`src/rtl/leaf_pkg.sv`:
```
// Shared definitions for the leaf output path: default field widths,
// packet field offsets, the credit maximum and a packed packet view.
package leaf_pkg;

  localparam int DEF_NUM_OUT_PORTS = 2;
  localparam int DEF_PAYLOAD_BITS  = 32;
  localparam int DEF_NUM_LEAF_BITS = 5;
  localparam int DEF_NUM_PORT_BITS = 4;
  localparam int DEF_NUM_ADDR_BITS = 7;

  // Total packet width: valid bit plus leaf, port, addr and payload fields.
  function automatic int packet_bits(int leaf_bits, int port_bits, int addr_bits, int payload_bits);
    return 1 + leaf_bits + port_bits + addr_bits + payload_bits;
  endfunction

  // Payload sits at bit 0; the address field is directly above it.
  function automatic int addr_lsb(int payload_bits);
    return payload_bits;
  endfunction

  // Destination port field sits above the address field.
  function automatic int port_lsb(int addr_bits, int payload_bits);
    return payload_bits + addr_bits;
  endfunction

  // Destination leaf field sits above the port field.
  function automatic int leaf_lsb(int port_bits, int addr_bits, int payload_bits);
    return payload_bits + addr_bits + port_bits;
  endfunction

  // A port may have at most one full destination BRAM of words in flight.
  function automatic int credit_max(int addr_bits);
    return 1 << addr_bits;
  endfunction

  // Port index width, kept at least one bit for single-port builds.
  function automatic int port_idx_bits(int num_ports);
    return (num_ports > 1) ? $clog2(num_ports) : 1;
  endfunction

  localparam int DEF_PACKET_BITS = packet_bits(DEF_NUM_LEAF_BITS, DEF_NUM_PORT_BITS,
                                               DEF_NUM_ADDR_BITS, DEF_PAYLOAD_BITS);

  // Packet layout at the default widths, valid at the MSB.
  typedef struct packed {
    logic                         valid;
    logic [DEF_NUM_LEAF_BITS-1:0] leaf;
    logic [DEF_NUM_PORT_BITS-1:0] port;
    logic [DEF_NUM_ADDR_BITS-1:0] addr;
    logic [DEF_PAYLOAD_BITS-1:0]  payload;
  } leaf_packet_t;

endpackage

```
`src/rtl/leaf_out_arbiter_if.sv`:
```
// User word handshake and network-facing packet bus of the leaf output arbiter.
interface leaf_out_arbiter_if #(
  parameter int NUM_OUT_PORTS = leaf_pkg::DEF_NUM_OUT_PORTS,
  parameter int PAYLOAD_BITS  = leaf_pkg::DEF_PAYLOAD_BITS,
  parameter int PACKET_BITS   = leaf_pkg::DEF_PACKET_BITS
);

  logic [NUM_OUT_PORTS*PAYLOAD_BITS-1:0] din_leaf_user2interface;
  logic [NUM_OUT_PORTS-1:0]              vld_user2interface;
  logic [NUM_OUT_PORTS-1:0]              ack_interface2user;
  logic                                  bft_ready;
  logic [PACKET_BITS-1:0]                dout_leaf_interface2bft;

  modport master (
    output din_leaf_user2interface,
    output vld_user2interface,
    output bft_ready,
    input  ack_interface2user,
    input  dout_leaf_interface2bft
  );

  modport slave (
    input  din_leaf_user2interface,
    input  vld_user2interface,
    input  bft_ready,
    output ack_interface2user,
    output dout_leaf_interface2bft
  );

endinterface

```
`src/rtl/leaf_fifo2.sv`:
```
// Two-entry FIFO buffering one user port; push and pop may coincide even when full.
module leaf_fifo2 #(
  parameter int WIDTH = 32
) (
  input  logic             clk,
  input  logic             reset_n,
  input  logic             push,
  input  logic [WIDTH-1:0] din,
  input  logic             pop,
  output logic [WIDTH-1:0] head,
  output logic             full,
  output logic             empty
);

  logic [WIDTH-1:0] mem [2];
  logic             wr_ptr;
  logic             rd_ptr;
  logic [1:0]       count;
  logic             do_push;
  logic             do_pop;

  assign full    = (count == 2'd2);
  assign empty   = (count == 2'd0);
  assign head    = mem[rd_ptr];
  assign do_pop  = pop && !empty;
  assign do_push = push && (!full || do_pop);

  // Storage write; contents need no reset because count gates visibility.
  always_ff @(posedge clk) begin
    if (do_push) begin
      mem[wr_ptr] <= din;
    end
  end

  // Pointer and occupancy tracking.
  always_ff @(posedge clk) begin
    if (!reset_n) begin
      wr_ptr <= 1'b0;
      rd_ptr <= 1'b0;
      count  <= 2'd0;
    end else begin
      if (do_push) begin
        wr_ptr <= ~wr_ptr;
      end
      if (do_pop) begin
        rd_ptr <= ~rd_ptr;
      end
      case ({do_push, do_pop})
        2'b10:   count <= count + 2'd1;
        2'b01:   count <= count - 2'd1;
        default: count <= count;
      endcase
    end
  end

endmodule

```
`src/rtl/leaf_out_arbiter.sv`:
```
// Round-robin arbiter merging per-port user words into addressed network
// packets, with per-port destination table, credit flow control and rewind.
module leaf_out_arbiter
  import leaf_pkg::*;
#(
  parameter int NUM_OUT_PORTS = DEF_NUM_OUT_PORTS,
  parameter int PAYLOAD_BITS  = DEF_PAYLOAD_BITS,
  parameter int NUM_LEAF_BITS = DEF_NUM_LEAF_BITS,
  parameter int NUM_PORT_BITS = DEF_NUM_PORT_BITS,
  parameter int NUM_ADDR_BITS = DEF_NUM_ADDR_BITS,
  parameter int PACKET_BITS   = packet_bits(NUM_LEAF_BITS, NUM_PORT_BITS, NUM_ADDR_BITS, PAYLOAD_BITS)
) (
  input  logic                                     clk,
  input  logic                                     reset_n,
  leaf_out_arbiter_if.slave                        bus,
  input  logic                                     cfg_we,
  input  logic [port_idx_bits(NUM_OUT_PORTS)-1:0]  cfg_port,
  input  logic [NUM_LEAF_BITS+NUM_PORT_BITS-1:0]   cfg_dest,
  input  logic                                     credit_vld,
  input  logic [port_idx_bits(NUM_OUT_PORTS)-1:0]  credit_port,
  input  logic [NUM_ADDR_BITS:0]                   credit_cnt,
  input  logic                                     resend
);

  localparam int PIB         = port_idx_bits(NUM_OUT_PORTS);
  localparam int DEST_BITS   = NUM_LEAF_BITS + NUM_PORT_BITS;
  localparam int CREDIT_BITS = NUM_ADDR_BITS + 1;
  localparam int SUM_BITS    = NUM_ADDR_BITS + 2;
  localparam int VALID_BIT   = PACKET_BITS - 1;
  localparam int ADDR_LSB    = addr_lsb(PAYLOAD_BITS);
  localparam int DEST_LSB    = port_lsb(NUM_ADDR_BITS, PAYLOAD_BITS);
  localparam logic [CREDIT_BITS-1:0] CREDIT_MAX = CREDIT_BITS'(credit_max(NUM_ADDR_BITS));

  logic [PAYLOAD_BITS-1:0]  fifo_head  [NUM_OUT_PORTS];
  logic [NUM_OUT_PORTS-1:0] fifo_full;
  logic [NUM_OUT_PORTS-1:0] fifo_empty;
  logic [NUM_OUT_PORTS-1:0] push;
  logic [NUM_OUT_PORTS-1:0] pop;
  logic [NUM_OUT_PORTS-1:0] eligible;

  logic [DEST_BITS-1:0]     dest_q     [NUM_OUT_PORTS];
  logic [NUM_OUT_PORTS-1:0] configured_q;
  logic [CREDIT_BITS-1:0]   credit_q   [NUM_OUT_PORTS];
  logic [CREDIT_BITS-1:0]   credit_nxt [NUM_OUT_PORTS];
  logic [NUM_ADDR_BITS-1:0] addr_q     [NUM_OUT_PORTS];
  logic [SUM_BITS-1:0]      credit_sum;

  logic [PIB-1:0]           last_grant_q;
  logic [PIB-1:0]           grant_port;
  logic [PIB-1:0]           cand;
  int                       cand_int;
  logic                     found;
  logic                     grant;
  logic [PACKET_BITS-1:0]   dout_q;
  logic [PACKET_BITS-1:0]   load_pkt;

  assign push                        = bus.vld_user2interface & ~fifo_full;
  assign bus.ack_interface2user      = ~fifo_full;
  assign bus.dout_leaf_interface2bft = dout_q;

  for (genvar g = 0; g < NUM_OUT_PORTS; g++) begin : g_port
    leaf_fifo2 #(.WIDTH(PAYLOAD_BITS)) u_fifo (
      .clk     (clk),
      .reset_n (reset_n),
      .push    (push[g]),
      .din     (bus.din_leaf_user2interface[g*PAYLOAD_BITS +: PAYLOAD_BITS]),
      .pop     (pop[g]),
      .head    (fifo_head[g]),
      .full    (fifo_full[g]),
      .empty   (fifo_empty[g])
    );
    assign eligible[g] = !fifo_empty[g] && configured_q[g] && (credit_q[g] != '0);
    assign pop[g]      = grant && (grant_port == PIB'(g));
  end

  // Round-robin search starting just after the last granted port.
  always_comb begin
    grant_port = last_grant_q;
    found      = 1'b0;
    cand_int   = 0;
    cand       = '0;
    for (int k = 1; k <= NUM_OUT_PORTS; k++) begin
      cand_int = int'(last_grant_q) + k;
      if (cand_int >= NUM_OUT_PORTS) begin
        cand_int = cand_int - NUM_OUT_PORTS;
      end
      cand = cand_int[PIB-1:0];
      if (!found && eligible[cand]) begin
        found      = 1'b1;
        grant_port = cand;
      end
    end
    grant = (!dout_q[VALID_BIT] || bus.bft_ready) && !resend && found;
  end

  // Assemble the packet for the granted port from its table entry, address and head word.
  always_comb begin
    load_pkt                                 = '0;
    load_pkt[VALID_BIT]                      = 1'b1;
    load_pkt[DEST_LSB +: DEST_BITS]          = dest_q[grant_port];
    load_pkt[ADDR_LSB +: NUM_ADDR_BITS]      = addr_q[grant_port];
    load_pkt[0 +: PAYLOAD_BITS]              = fifo_head[grant_port];
  end

  // Net credit change per port: returned credit minus one per grant, saturated at the maximum.
  always_comb begin
    credit_sum = '0;
    for (int i = 0; i < NUM_OUT_PORTS; i++) begin
      credit_sum = SUM_BITS'(credit_q[i]);
      if (credit_vld && (credit_port == PIB'(i))) begin
        credit_sum = credit_sum + SUM_BITS'(credit_cnt);
      end
      if (pop[i]) begin
        credit_sum = credit_sum - SUM_BITS'(1);
      end
      credit_nxt[i] = (credit_sum > SUM_BITS'(CREDIT_MAX)) ? CREDIT_MAX : credit_sum[CREDIT_BITS-1:0];
    end
  end

  // Destination table writes; a written entry stays configured until reset.
  always_ff @(posedge clk) begin
    if (!reset_n) begin
      configured_q <= '0;
      for (int i = 0; i < NUM_OUT_PORTS; i++) begin
        dest_q[i] <= '0;
      end
    end else if (cfg_we) begin
      dest_q[cfg_port]       <= cfg_dest;
      configured_q[cfg_port] <= 1'b1;
    end
  end

  // Credit and address counters; a rewind restarts every destination buffer from empty.
  always_ff @(posedge clk) begin
    if (!reset_n || resend) begin
      for (int i = 0; i < NUM_OUT_PORTS; i++) begin
        credit_q[i] <= CREDIT_MAX;
        addr_q[i]   <= '0;
      end
    end else begin
      for (int i = 0; i < NUM_OUT_PORTS; i++) begin
        credit_q[i] <= credit_nxt[i];
        if (pop[i]) begin
          addr_q[i] <= addr_q[i] + 1'b1;
        end
      end
    end
  end

  // Output register and round-robin pointer; the packet holds while the network stalls.
  always_ff @(posedge clk) begin
    if (!reset_n) begin
      dout_q       <= '0;
      last_grant_q <= PIB'(NUM_OUT_PORTS - 1);
    end else if (resend) begin
      dout_q[VALID_BIT] <= 1'b0;
    end else if (grant) begin
      dout_q       <= load_pkt;
      last_grant_q <= grant_port;
    end else if (bus.bft_ready) begin
      dout_q[VALID_BIT] <= 1'b0;
    end
  end

endmodule

```
`src/flat_wrapper.sv`:
```
// flat-port wrapper written by rule: the top's interface ports become plain ports
module leaf_out_arbiter_flat import leaf_pkg::*;
#(
  parameter int NUM_OUT_PORTS = DEF_NUM_OUT_PORTS,
  parameter int PAYLOAD_BITS  = DEF_PAYLOAD_BITS,
  parameter int NUM_LEAF_BITS = DEF_NUM_LEAF_BITS,
  parameter int NUM_PORT_BITS = DEF_NUM_PORT_BITS,
  parameter int NUM_ADDR_BITS = DEF_NUM_ADDR_BITS,
  parameter int PACKET_BITS   = packet_bits(NUM_LEAF_BITS, NUM_PORT_BITS, NUM_ADDR_BITS, PAYLOAD_BITS)
)
  (clk, reset_n, cfg_we, cfg_port, cfg_dest, credit_vld, credit_port, credit_cnt, resend, bus_din_leaf_user2interface, bus_vld_user2interface, bus_bft_ready, bus_ack_interface2user, bus_dout_leaf_interface2bft);
  leaf_out_arbiter_if #(.NUM_OUT_PORTS(NUM_OUT_PORTS), .PAYLOAD_BITS(PAYLOAD_BITS), .PACKET_BITS(PACKET_BITS)) bus_i ();
  input  logic clk;
  input  logic reset_n;
  input  logic cfg_we;
  input  logic [port_idx_bits(NUM_OUT_PORTS)-1:0] cfg_port;
  input  logic [NUM_LEAF_BITS+NUM_PORT_BITS-1:0] cfg_dest;
  input  logic credit_vld;
  input  logic [port_idx_bits(NUM_OUT_PORTS)-1:0] credit_port;
  input  logic [NUM_ADDR_BITS:0] credit_cnt;
  input  logic resend;
  input wire logic [$bits(bus_i.din_leaf_user2interface)-1:0] bus_din_leaf_user2interface;
  input wire logic [$bits(bus_i.vld_user2interface)-1:0] bus_vld_user2interface;
  input wire logic [$bits(bus_i.bft_ready)-1:0] bus_bft_ready;
  output wire logic [$bits(bus_i.ack_interface2user)-1:0] bus_ack_interface2user;
  output wire logic [$bits(bus_i.dout_leaf_interface2bft)-1:0] bus_dout_leaf_interface2bft;
  assign bus_i.din_leaf_user2interface = bus_din_leaf_user2interface;
  assign bus_i.vld_user2interface = bus_vld_user2interface;
  assign bus_i.bft_ready = bus_bft_ready;
  assign bus_ack_interface2user = bus_i.ack_interface2user;
  assign bus_dout_leaf_interface2bft = bus_i.dout_leaf_interface2bft;
  leaf_out_arbiter #(.NUM_OUT_PORTS(NUM_OUT_PORTS), .PAYLOAD_BITS(PAYLOAD_BITS), .NUM_LEAF_BITS(NUM_LEAF_BITS), .NUM_PORT_BITS(NUM_PORT_BITS), .NUM_ADDR_BITS(NUM_ADDR_BITS), .PACKET_BITS(PACKET_BITS)) u_core (.clk(clk), .reset_n(reset_n), .bus(bus_i), .cfg_we(cfg_we), .cfg_port(cfg_port), .cfg_dest(cfg_dest), .credit_vld(credit_vld), .credit_port(credit_port), .credit_cnt(credit_cnt), .resend(resend));
endmodule
```
`config.mk`:
```
export PLATFORM = sky130hd
export DESIGN_NAME = leaf_out_arbiter_flat
export DESIGN_NICKNAME = d
export VERILOG_FILES = /design/src/rtl/leaf_pkg.sv /design/src/rtl/leaf_out_arbiter_if.sv /design/src/rtl/leaf_fifo2.sv /design/src/rtl/leaf_out_arbiter.sv /design/src/flat_wrapper.sv
export SDC_FILE = /design/constraint.sdc
export NUM_CORES = 1
export LEC_CHECK = 0
export BUFFER_PORTS_ARGS = -buffer_cell sky130_fd_sc_hd__buf_2
export CAP_MARGIN = 15
export CORE_UTILIZATION = 45
export CTS_CLUSTER_DIAMETER = 100
export DETAILED_ROUTE_END_ITERATION = 7
export GPL_TIMING_DRIVEN = 0
export HOLD_SLACK_MARGIN = 0.03
export PLACE_DENSITY_LB_ADDON = 0.15
export SLEW_MARGIN = 20
export SYNTH_ARGS = -nofsm -noshare
export SYNTH_HDL_FRONTEND = slang
export SYNTH_SLANG_ARGS = --single-unit
```
`constraint.sdc`:
```
create_clock -name clk -period 3.4 [get_ports clk]
set_input_delay 0.17 -clock clk [delete_from_list [all_inputs] [get_ports clk]]
set_output_delay 0.17 -clock clk [all_outputs]
set_load 0.05 [all_outputs]
```
* Yosys cells after proc, flatten, opt, wreduce, memory -nomap -nowiden *
Memory sizes are Yosys's and may differ from the RTL's. A register that Yosys moved wholly into a read port is not among the register bits.
Index checks and enable logic that the tools add are counted.

storage, ports and cells
  bits in registers = 60
  bits of input ports = 91
  bits in writable memories = 176
  output and inout port bits = 51
  memories kept = 5

memories
  name                         depth  bits a word  read ports  clocked after memory_dff  wr ports  line                    text
  u_core.g_port[0].u_fifo.mem  2      32           1           1                         1         leaf_fifo2.sv:15        logic [WIDTH-1:0] mem [2];
  u_core.g_port[1].u_fifo.mem  2      32           1           1                         1         leaf_fifo2.sv:15
  u_core.dest_q                2      9            1           1                         2         leaf_out_arbiter.sv:41  logic [DEST_BITS-1:0] dest_q [NUM_OUT_PORTS];
  u_core.credit_q              2      8            2           0                         2         leaf_out_arbiter.sv:43  logic [CREDIT_BITS-1:0] credit_q [NUM_OUT_PORTS];
  u_core.addr_q                2      7            3           1                         2         leaf_out_arbiter.sv:45  logic [NUM_ADDR_BITS-1:0] addr_q [NUM_OUT_PORTS];

cells by class
  eq/ne operators = 6
  $add $sub $neg = 14
  bitwise logic cells = 16
  multiplexer cells = 53
  magnitude comparators = 9
  reduce and logical (&&, ||, !) cells = 40

operators by type and width
  cell                                                                          count
  32-bit two-way mux                                                            3
  9-bit two-way mux                                                             5
  1-bit two-way mux                                                             36
  8-bit two-way mux                                                             4
  8-bit by 8-bit adder with 9-bit output                                        2
  9-bit by 8-bit > comparator with 1-bit output, second input constant          2
  9-bit by 1-bit subtractor with 9-bit output, second input constant            2
  1-bit logical AND                                                             16
  8-bit nonzero test                                                            2
  7-bit by 1-bit adder with 7-bit output, second input constant                 2
  7-bit two-way mux                                                             2
  1-bit logical NOT                                                             10
  9-bit OR reduction                                                            1
  2-bit == test, second input constant                                          4
  1-bit NOT                                                                     8
  2-bit case mux with 2 select lines                                            2
  1-bit by 2-bit less-than comparator with 1-bit output, second input constant  3
  2-bit nonzero test                                                            3
  2-bit by 1-bit adder with 2-bit output, second input constant                 2
  2-bit by 1-bit == test with 1-bit output, second input constant               2
  2-bit >= comparator, second input constant                                    2
  2-bit logical NOT                                                             2
  1-bit logical OR                                                              4
  1-bit bitwise OR                                                              4
  13 further kinds                                                              15

* Depth between registers and ports, before layout *
Gate-level depths: netlist (run 1).

  depth in word-level cells = 17
  depth in mapped cells = 11
  mapped depth without buffers = 11

* Cells and area by module *
A second synthesis (run 1) with hierarchy kept.

second synthesis, totals
  cell total of the unflattened synthesis = 824
  area total of the unflattened synthesis = 11058.1 um^2

by module, submodules not included
  module            cells each  sequential area each (um^2)  area an instance (um^2)  instances
  leaf_out_arbiter  564         2322.2                       5680.4                   1
  leaf_fifo2        130         2021.9                       2688.8                   2

* Least setup slack after synthesis (run 1) *
OpenSTA, ideal clock, no wires.

  path type = reg2reg
  start = register u_core.g_port[0].u_fifo.count[0]
  end = memory u_core.g_port[0].u_fifo.mem[0][0] (enable)
  path slack = 0.568 ns
  setup time = 0.423 ns
  period minus slack after synthesis = 2.832 ns
  buffers on the path = 0
  arrival time = 2.410 ns
  cell stages (with the launch flop) = 4
  cells stage by stage = dfxtp_1 > nand2b_1 > nand2_1 > nor2_1

RTL lines
  item                                     line                    text
  start: declaration                       leaf_fifo2.sv:18        logic [1:0] count;
  start signal: assignment                 leaf_fifo2.sv:49        2'b10: count <= count + 2'd1;
  start signal: assignment                 leaf_fifo2.sv:50        2'b01: count <= count - 2'd1;
  start signal: assignment                 leaf_fifo2.sv:51        default: count <= count;
  2-bit == test                            leaf_fifo2.sv:22        assign full = (count == 2'd2);
  2-bit NOT                                -
  named net bus_ack_interface2user[0]      flat_wrapper.sv:25      output wire logic [$bits(bus_i.ack_interface2user)-1:0] bus_ack_interface2user;
  2-bit AND                                leaf_out_arbiter.sv:57  assign push = bus.vld_user2interface & ~fifo_full;
  1-bit logical AND                        leaf_fifo2.sv:26        assign do_push = push && (!full || do_pop);
  1-bit two-way mux                        leaf_fifo2.sv:30        if (do_push) begin
  1-bit two-way mux (implied by the code)  leaf_fifo2.sv:31        mem[wr_ptr] <= din;
  end: declaration                         leaf_fifo2.sv:15

The timed path passes the listed nets, and every way through them passes these cells. The select of a mux whose other input is x is not followed.

==> results by group, run 1 <==
Worst setup path
  – CP endpoint kind: flip-flop
  – R2R Setup Slk: approximately 0.31 ns
  – Worst-path fanout max: 5
  – Buffers & Inverters on Critical Path: 1
  – Crit-path cells: ha_1 -> inv_1 -> fa_1 -> nand2b_1 -> a21oi_1 -> nor4_1 -> nor3_2 -> nand3_1 -> o31ai_4 -> nand3_2 -> a2111oi_4
  – CP max stage delay: 0.40 ns
  – Worst EP required: 3.84 ns
  – Worst Reg-to-Reg Cells: 11
  – Startpoint types: flip-flop
  – Levels on crit path: 11
  – Family with the most delay on the worst path: simple AND/OR/NAND/NOR gates
  – Crit path DAT: 3.52 ns
  – Slowest stage cell, crit path: fa_1
  – Critical path type: reg2reg

Cells and area
  – Final instance area: between 0.01 and 0.015 mm²
  – Area delta synth->final: 26.9%
  – Antenna Cells: 0
  – Final nets: 1180
  – Filler cells: roughly 1900
  – Area of the multi-input gates: 0.00383 mm²
  – Layout cells sized above 1: between 10% and 20%
  – Finished Layout Cells: 1369
  – Seq. cell area: 0.00637 mm²

Synthesis
  – Multiplexer share of the synthesized area: 8.59%
  – EDFF count, synth: 160
  – Register bit total from synthesis: 238
  – Top cell type's share of synthesized area: 46.2%
  – Post-synth top flop: edfxtp_1
  – Synth cell count leaders: 160 x edfxtp_1, 88 x mux2i_1, 78 x dfxtp_1
  – Cell taking the most area after synthesis: edfxtp_1
  – Synth Area in XOR/XNOR: under 10%
  – Syn Inst Count: 816
  – Post-Synth Simple-Gate Area: 11.2%
  – Largest family of logic cells by synthesized area: simple AND/OR/NAND/NOR gates
  – Synth top area cells: edfxtp_1 46%, dfxtp_1 15%, mux2i_1 8.5%
  – Top-count cell post-synth: edfxtp_1
  – Async set or reset register ratio after synthesis: 0%
  – Mapped Nets: 931
  – Yosys warnings: 0
  – Compound-gate portion of the synthesized area: 10.5%
  – Avg Cell Area, Syn: about 13 µm²
  – Post-synthesis cell area: 0.0104 mm²
  – Yosys cell types: 61
  – Area share of fa/ha/maj cells after synthesis: 3.04%
  – Sequential area share after synthesis: 61.3%

Die
  – Die ar.: 0.0237 mm²
  – Die height: 154 µm
  – Die X: 154 µm
  – Cell Rows: 55
  – Initial Utilization: 45.9%
  – I/O pin total: about 140
  – Core ar.: 0.0226 mm²

Placed design
  – # port buffers: around 140
  – DP Area: 0.0115 mm²
  – Placed insts: about 1200
  – Hpwl dp: roughly 16 mm
  – GP Congestion: 0.863

Route
  – Final wirelength: 23.8 mm
  – Antenna Nets Post-Route: 0
  – Vias per std cell: about 5.2
  – Drt first pass iters: 4
  – Routed wire length per instance: roughly 17 µm
  – DR iter-0 viols: 331
  – Remaining DRCs: 0
  – Vias: around 7100

Timing
  – Final setup fails: 0
  – Final Slew Violations: 0
  – Final hold violations: 0
  – FMAX: 324 MHz
  – Worst Max-Slew Pin Slew: between 0.9 and 1 ns
  – RSZ-0062 raised after global routing: no
  – Relative slew slack: 37.1%
  – Period utilization: 90.8%
  – Period minus WS final: about 3.1 ns
  – Clk_skew: 0.0253 ns

CTS
  – Worst skew pair latency: 0.55 ns
  – Clock Pin Slew Worst Setup and Hold Paths: 0.06 ns
  – CTS Buffer Depth: 3
  – Cts hold-fix bufs: 76
  – Clock sinks: 238
  – CTS root buffer: clkbuf_16
  – H-Tree Level Count: 1
  – CTS tree: done
  – CTS Buf Count: 26
  – Post-CTS sizing: 0
  – Post-CTS Setup Bufs: 0

Pwr
  – Pwr Density: 544 mW/mm²
  – VDD IR max: 0.462 mV
  – LEAKAGE: 5.08 nW

Global route
  – Antenna violations before repair: 0
  – GRT Overall Usage: 20.4%
  – Total grt overflow: 0
  – Largest net degree at the start of global routing: 24
  – Vias in the first global route: approximately 7300
  – First-pass GRT wire length: approximately 38 mm

Outcome
  – Outcome: completed

Min path
  – WHS Path Cells: 3
  – Worst min path class: in2reg

Flow run
  – Total of max-cap violations: 0
[cell families (layout without fill, tap and decap cells)]
group                    Yosys count  after routing
adder cells (fa/ha/maj)           24             24
XOR/XNOR                          40             40
AO/OA/AOI/OAI                    158            158
AND/OR/NAND/NOR                  217            217
flip-flops                       238            238
multiplexers                      89             89
buffers and inverters             50            318
[layout make-up]
cell class | instances | area share [%]
sequential | 238 | 48.3
multi-input combinational | 528 | 29.1
timing repair buffer | 221 | 11.7
clock buffer | 42 | 5.85
tap | 285 | 2.70
buffer | 38 | 1.21
clock inverter | 5 | 0.788
inverter | 12 | 0.380
[per-stage QoR]
stage               util [%]  power (mW)  hold slack (ns)  setup TNS, ns  setup WS [ns]
floorplan                  -        4.04            0.269              0          0.568
global placement        50.6        4.31            0.357          -7.07         -0.116
detailed placement      51.0        4.34            0.361              0          0.338
CTS                     58.2        7.24            0.109              0          0.308
global route            58.2        7.44            0.131              0         0.0619
finish                  58.2        7.17            0.127              0          0.311
[worst paths after layout]
check                                 startpoint                                   to
max             u_core.credit_q[0][8]$_SDFF_PP0_     u_core.credit_q[0][9]$_SDFF_PP0_
min                                     cfg_port  u_core.configured_q[0]$_SDFFE_PN0P_
max reg2reg     u_core.credit_q[0][8]$_SDFF_PP0_     u_core.credit_q[0][9]$_SDFF_PP0_
min reg2reg  u_core.configured_q[1]$_SDFFE_PN0P_  u_core.configured_q[1]$_SDFFE_PN0P_
[state kept, by name, summed over array words and instances, names as in the netlist, named ones only]
signal / flops
u_core.addr_q: 14
u_core.bus.dout_leaf_interface2bft: 49
u_core.configured_q: 2
u_core.credit_q: 16
u_core.dest_q: 18
u_core.g_port.u_fifo.count: 4
u_core.g_port.u_fifo.mem: 128
u_core.g_port.u_fifo.rd_ptr: 2
u_core.g_port.u_fifo.wr_ptr: 2
u_core.last_grant_q: 1
[tightest hold or removal path, delay by kind of cell]
| family | cells | cell delay [ns] |
|---|---|---|
| AO/OA/AOI/OAI | 1 | 0.19 |
| AND/OR/NAND/NOR | 1 | 0.15 |
| buffers and inverters | 1 | 0.09 |
[placed cells by master, fill, tap and decap left out, types with 3 or more instances in the layout]
master	instances
a211o_1	3
a211oi_1	4
a21oi_1	43
a31oi_1	4
and2_1	30
and3_1	8
buf_12	4
buf_2	148
clkbuf_1	38
clkbuf_16	26
clkbuf_8	6
dfxtp_1	78
dlygate4sd3_1	76
edfxtp_1	160
ha_1	22
inv_1	10
mux2i_1	88
nand2_1	36
nand2b_1	10
nand3_1	12
nor2_1	48
nor2b_1	38
nor3_1	9
nor3b_1	6
o211a_1	16
o211ai_1	4
o21a_1	5
o21ai_0	18
o21ai_1	4
o22ai_1	34
o31ai_1	4
xnor2_1	25
xor2_1	14
[power breakdown]
group	switching, mW	total (mW)	internal [mW]
logic	0.586	0.956	0.370
registers	0.0766	3.39	3.31
clock network	1.12	2.83	1.71
[routing by layer]
layer / part of all wire, % / vias up / GRT usage (%)
met5: 0 / - / 0
met4: 2.2 / 0 / 5.29
met3: 5.3 / 38 / 4.40
met2: 48 / 149 / 35.7
met1: 44 / 3378 / 25.4
li1: - / 3537 / -
Note: power is estimated with default switching activity, not from simulation.
==> run 2: changes to the inputs <==
CORE_UTILIZATION = 51   (was 45)
==> results by group, run 2 (synthesis gave the netlist of run 1 again) <==
Worst setup path
  – Family with the most delay on the worst path: simple AND/OR/NAND/NOR gates (unchanged)
  – Slowest stage cell, crit path: fa_1 (unchanged)
  – Worst EP required: 3.83 ns (was 3.84 ns)
  – R2R Setup Slk: 0.32 ns (was 0.31 ns)
  – CP endpoint kind: flip-flop (unchanged)
  – CP max stage delay: 0.40 ns (about the same)
  – Crit-path cells: ha_1 -> inv_1 -> fa_1 -> nand2b_1 -> a21oi_1 -> nor4_1 -> nor3_2 -> nand3_1 -> o31ai_4 -> nand3_2 -> a2111oi_4 (unchanged)
  – Critical path type: reg2reg (unchanged)
  – Worst Reg-to-Reg Cells: 11 (unchanged)
  – Levels on crit path: 11 (unchanged)
  – Crit path DAT: 3.51 ns (was 3.52 ns)
  – FF-to-FF End: u_core.credit_q[0][9]$_SDFF_PP0_ (unchanged)
  – Startpoint types: flip-flop (unchanged)
  – Buffers & Inverters on Critical Path: 1 (unchanged)
  – Worst Setup SP: u_core.credit_q[0][8]$_SDFF_PP0_ (unchanged)
  – RR Startpoint: u_core.credit_q[0][8]$_SDFF_PP0_ (unchanged)
  – Worst-path fanout max: 5 (unchanged)
  – Setup crit end: u_core.credit_q[0][9]$_SDFF_PP0_ (unchanged)

CTS
  – CTS Buf Count: 25 (was 26)
  – CTS tree: done (unchanged)
  – H-Tree Level Count: 1 (unchanged)
  – Clock Pin Slew Worst Setup and Hold Paths: 0.06 ns (about the same)
  – Post-CTS sizing: 0 (unchanged)
  – Clock sinks: 238 (unchanged)
  – Worst skew pair latency: 0.53 ns (was 0.55 ns)
  – CTS root buffer: clkbuf_16 (unchanged)
  – CTS Buffer Depth: 3 (unchanged)

Timing
  – FMAX: 325 MHz (was 324 MHz)
  – Relative slew slack: 40.5% (was 37.1%)
  – RSZ-0062 raised after global routing: no (unchanged)
  – Final hold violations: 0 (unchanged)
  – Final Slew Violations: 0 (unchanged)
  – Period minus WS final: 3.08 ns (was 3.09 ns)
  – Fin Hold WS: 0.118 ns (was 0.127 ns)
  – Final setup fails: 0 (unchanged)
  – Worst Max-Slew Pin Slew: 0.892 ns (was 0.944 ns)
  – Period utilization: 90.5% (was 90.8%)
  – Clk_skew: 0.0119 ns (was 0.0253 ns)

Flow run
  – Total of max-cap violations: 0 (unchanged)

Global route
  – First-pass GRT wire length: 37.1 mm (was 37.8 mm)
  – Total grt overflow: 0 (unchanged)
  – Largest net degree at the start of global routing: 24 (unchanged)
  – Antenna violations before repair: 1 (was 0)
  – GRT Overall Usage: 23.3% (was 20.4%)
  – Vias in the first global route: 7198 (was 7316)

Cells and area
  – Commonest non-fill, non-tap cell in the layout: edfxtp_1 (unchanged)
  – Final instance area: 0.0132 mm² (about the same)
  – Top reg by flops: u_core.g_port.u_fifo.mem (unchanged)
  – Fin util: 66.8% (was 58.2%)
  – Finished Layout Cells: 1349 (was 1369)
  – Max reg flops: 128 (unchanged)
  – Final nets: 1179 (was 1180)
  – Most frequent cells in the layout: 160 x edfxtp_1, 148 x buf_2, 88 x mux2i_1 (unchanged)
  – Area delta synth->final: 26.7% (was 26.9%)
  – Filler cells: 1491 (was 1863)
  – Layout cells sized above 1: 20.0% (was 19.7%)

Route
  – Drt first pass iters: 5 (was 4)
  – Final wirelength: 23.9 mm (was 23.8 mm)
  – Vias: 7208 (was 7102)
  – DR iter-0 viols: 312 (was 331)
  – Remaining DRCs: 0 (unchanged)
  – Routed wire length per instance: 17.7 µm (was 17.4 µm)
  – Antenna Nets Post-Route: 0 (unchanged)
  – Vias per std cell: 5.34 (was 5.19)

Die
  – Die height: 145 µm (was 154 µm)
  – Core ar.: 0.0197 mm² (was 0.0226 mm²)
  – Initial Utilization: 52.7% (was 45.9%)
  – Cell Rows: 51 (was 55)
  – Die X: 145 µm (was 154 µm)
  – Die ar.: 0.0209 mm² (was 0.0237 mm²)
  – I/O pin total: 142 (unchanged)

Placed design
  – Placed insts: 1226 (was 1246)
  – Hpwl dp: 16.0 mm (was 16.4 mm)
  – # port buffers: 141 (unchanged)
  – DP Area: 0.0115 mm² (about the same)
  – GP Congestion: 0.821 (was 0.863)

Pwr
  – Overall power: 7.18 mW (was 7.17 mW)
  – VDD IR max: 0.377 mV (was 0.462 mV)
  – LEAKAGE: 5.08 nW (about the same)
  – Pwr Density: 546 mW/mm² (was 544 mW/mm²)

Outcome
  – Outcome: completed (unchanged)

Min path
  – Worst min path class: in2reg (unchanged)
run 2: changes by cell type in the layout (fill, tap and decap cells not counted), moves of 2 or more:
| cell | before | now |
|---|---|---|
| buf_12 | 4 | 2 |
| buf_16 | 0 | 2 |
| clkinvlp_4 | 0 | 2 |
| clkbuf_1 | 38 | 33 |
| clkbuf_8 | 6 | 2 |
| clkinv_2 | 1 | 4 |
run 2: worst min path at each step:
stage	from	end	slack [ns]	cells past startpoint
floorplan	bus_din_leaf_user2interface[0]	u_core.g_port[0].u_fifo.mem[0][0]$_DFFE_PP_	0.27	0
global placement	bus_din_leaf_user2interface[16]	u_core.g_port[0].u_fifo.mem[0][16]$_DFFE_PP_	0.36	1
detailed placement	bus_din_leaf_user2interface[20]	u_core.g_port[0].u_fifo.mem[1][20]$_DFFE_PP_	0.36	1
CTS	cfg_port	u_core.configured_q[0]$_SDFFE_PN0P_	0.1	3
global route	cfg_port	u_core.configured_q[0]$_SDFFE_PN0P_	0.13	3
finish	cfg_port	u_core.configured_q[0]$_SDFFE_PN0P_	0.12	3
run 2: where the power goes:
part	switching (mW)	internal, mW	leakage (nW)
registers	0.0795	3.31	2.16
clock network	1.14	1.69	0.419
logic	0.593	0.373	2.50
run 2: timing repair:
item,in CTS,in global routing
setup buffers,0,0
hold buffers,76,0
hold endpoints to repair,147,0
run 2: final cells by class:
class	count	area [µm²]	area share, %
clock inverter	13	166	1.26
timing repair buffer	221	1560	11.9
inverter	12	50.0	0.380
multi-input combinational	528	3830	29.1
clock buffer	33	697	5.29
buffer	38	159	1.21
antenna	1	2.50	0.0190
sequential	238	6370	48.4
tap	265	332	2.52
run 2: routing by layer:
metal | GRT usage (%) | vias up | part of all wire [%]
met4 | 7.42 | 0 | 2.6
met1 | 30.0 | 3423 | 44
met2 | 39.5 | 207 | 48
li1 | - | 3529 | -
met5 | 0 | - | 0
met3 | 4.84 | 49 | 5.4
run 2: worst reg2reg max path, stage by stage (launching register included):
cell	delay, ns
dfxtp_1	0.35
ha_1	0.19
inv_1	0.06
fa_1	0.40
nand2b_1	0.18
a21oi_1	0.29
nor4_1	0.11
nor3_2	0.36
nand3_1	0.19
o31ai_4	0.30
nand3_2	0.19
a2111oi_4	0.35
run 2: through the flow:
step	setup TNS [ns]	setup WS, ns
finish	0	0.325
global route	0	0.0929
CTS	0	0.302
detailed placement	0	0.323
global placement	-6.24	-0.150
floorplan	0	0.568
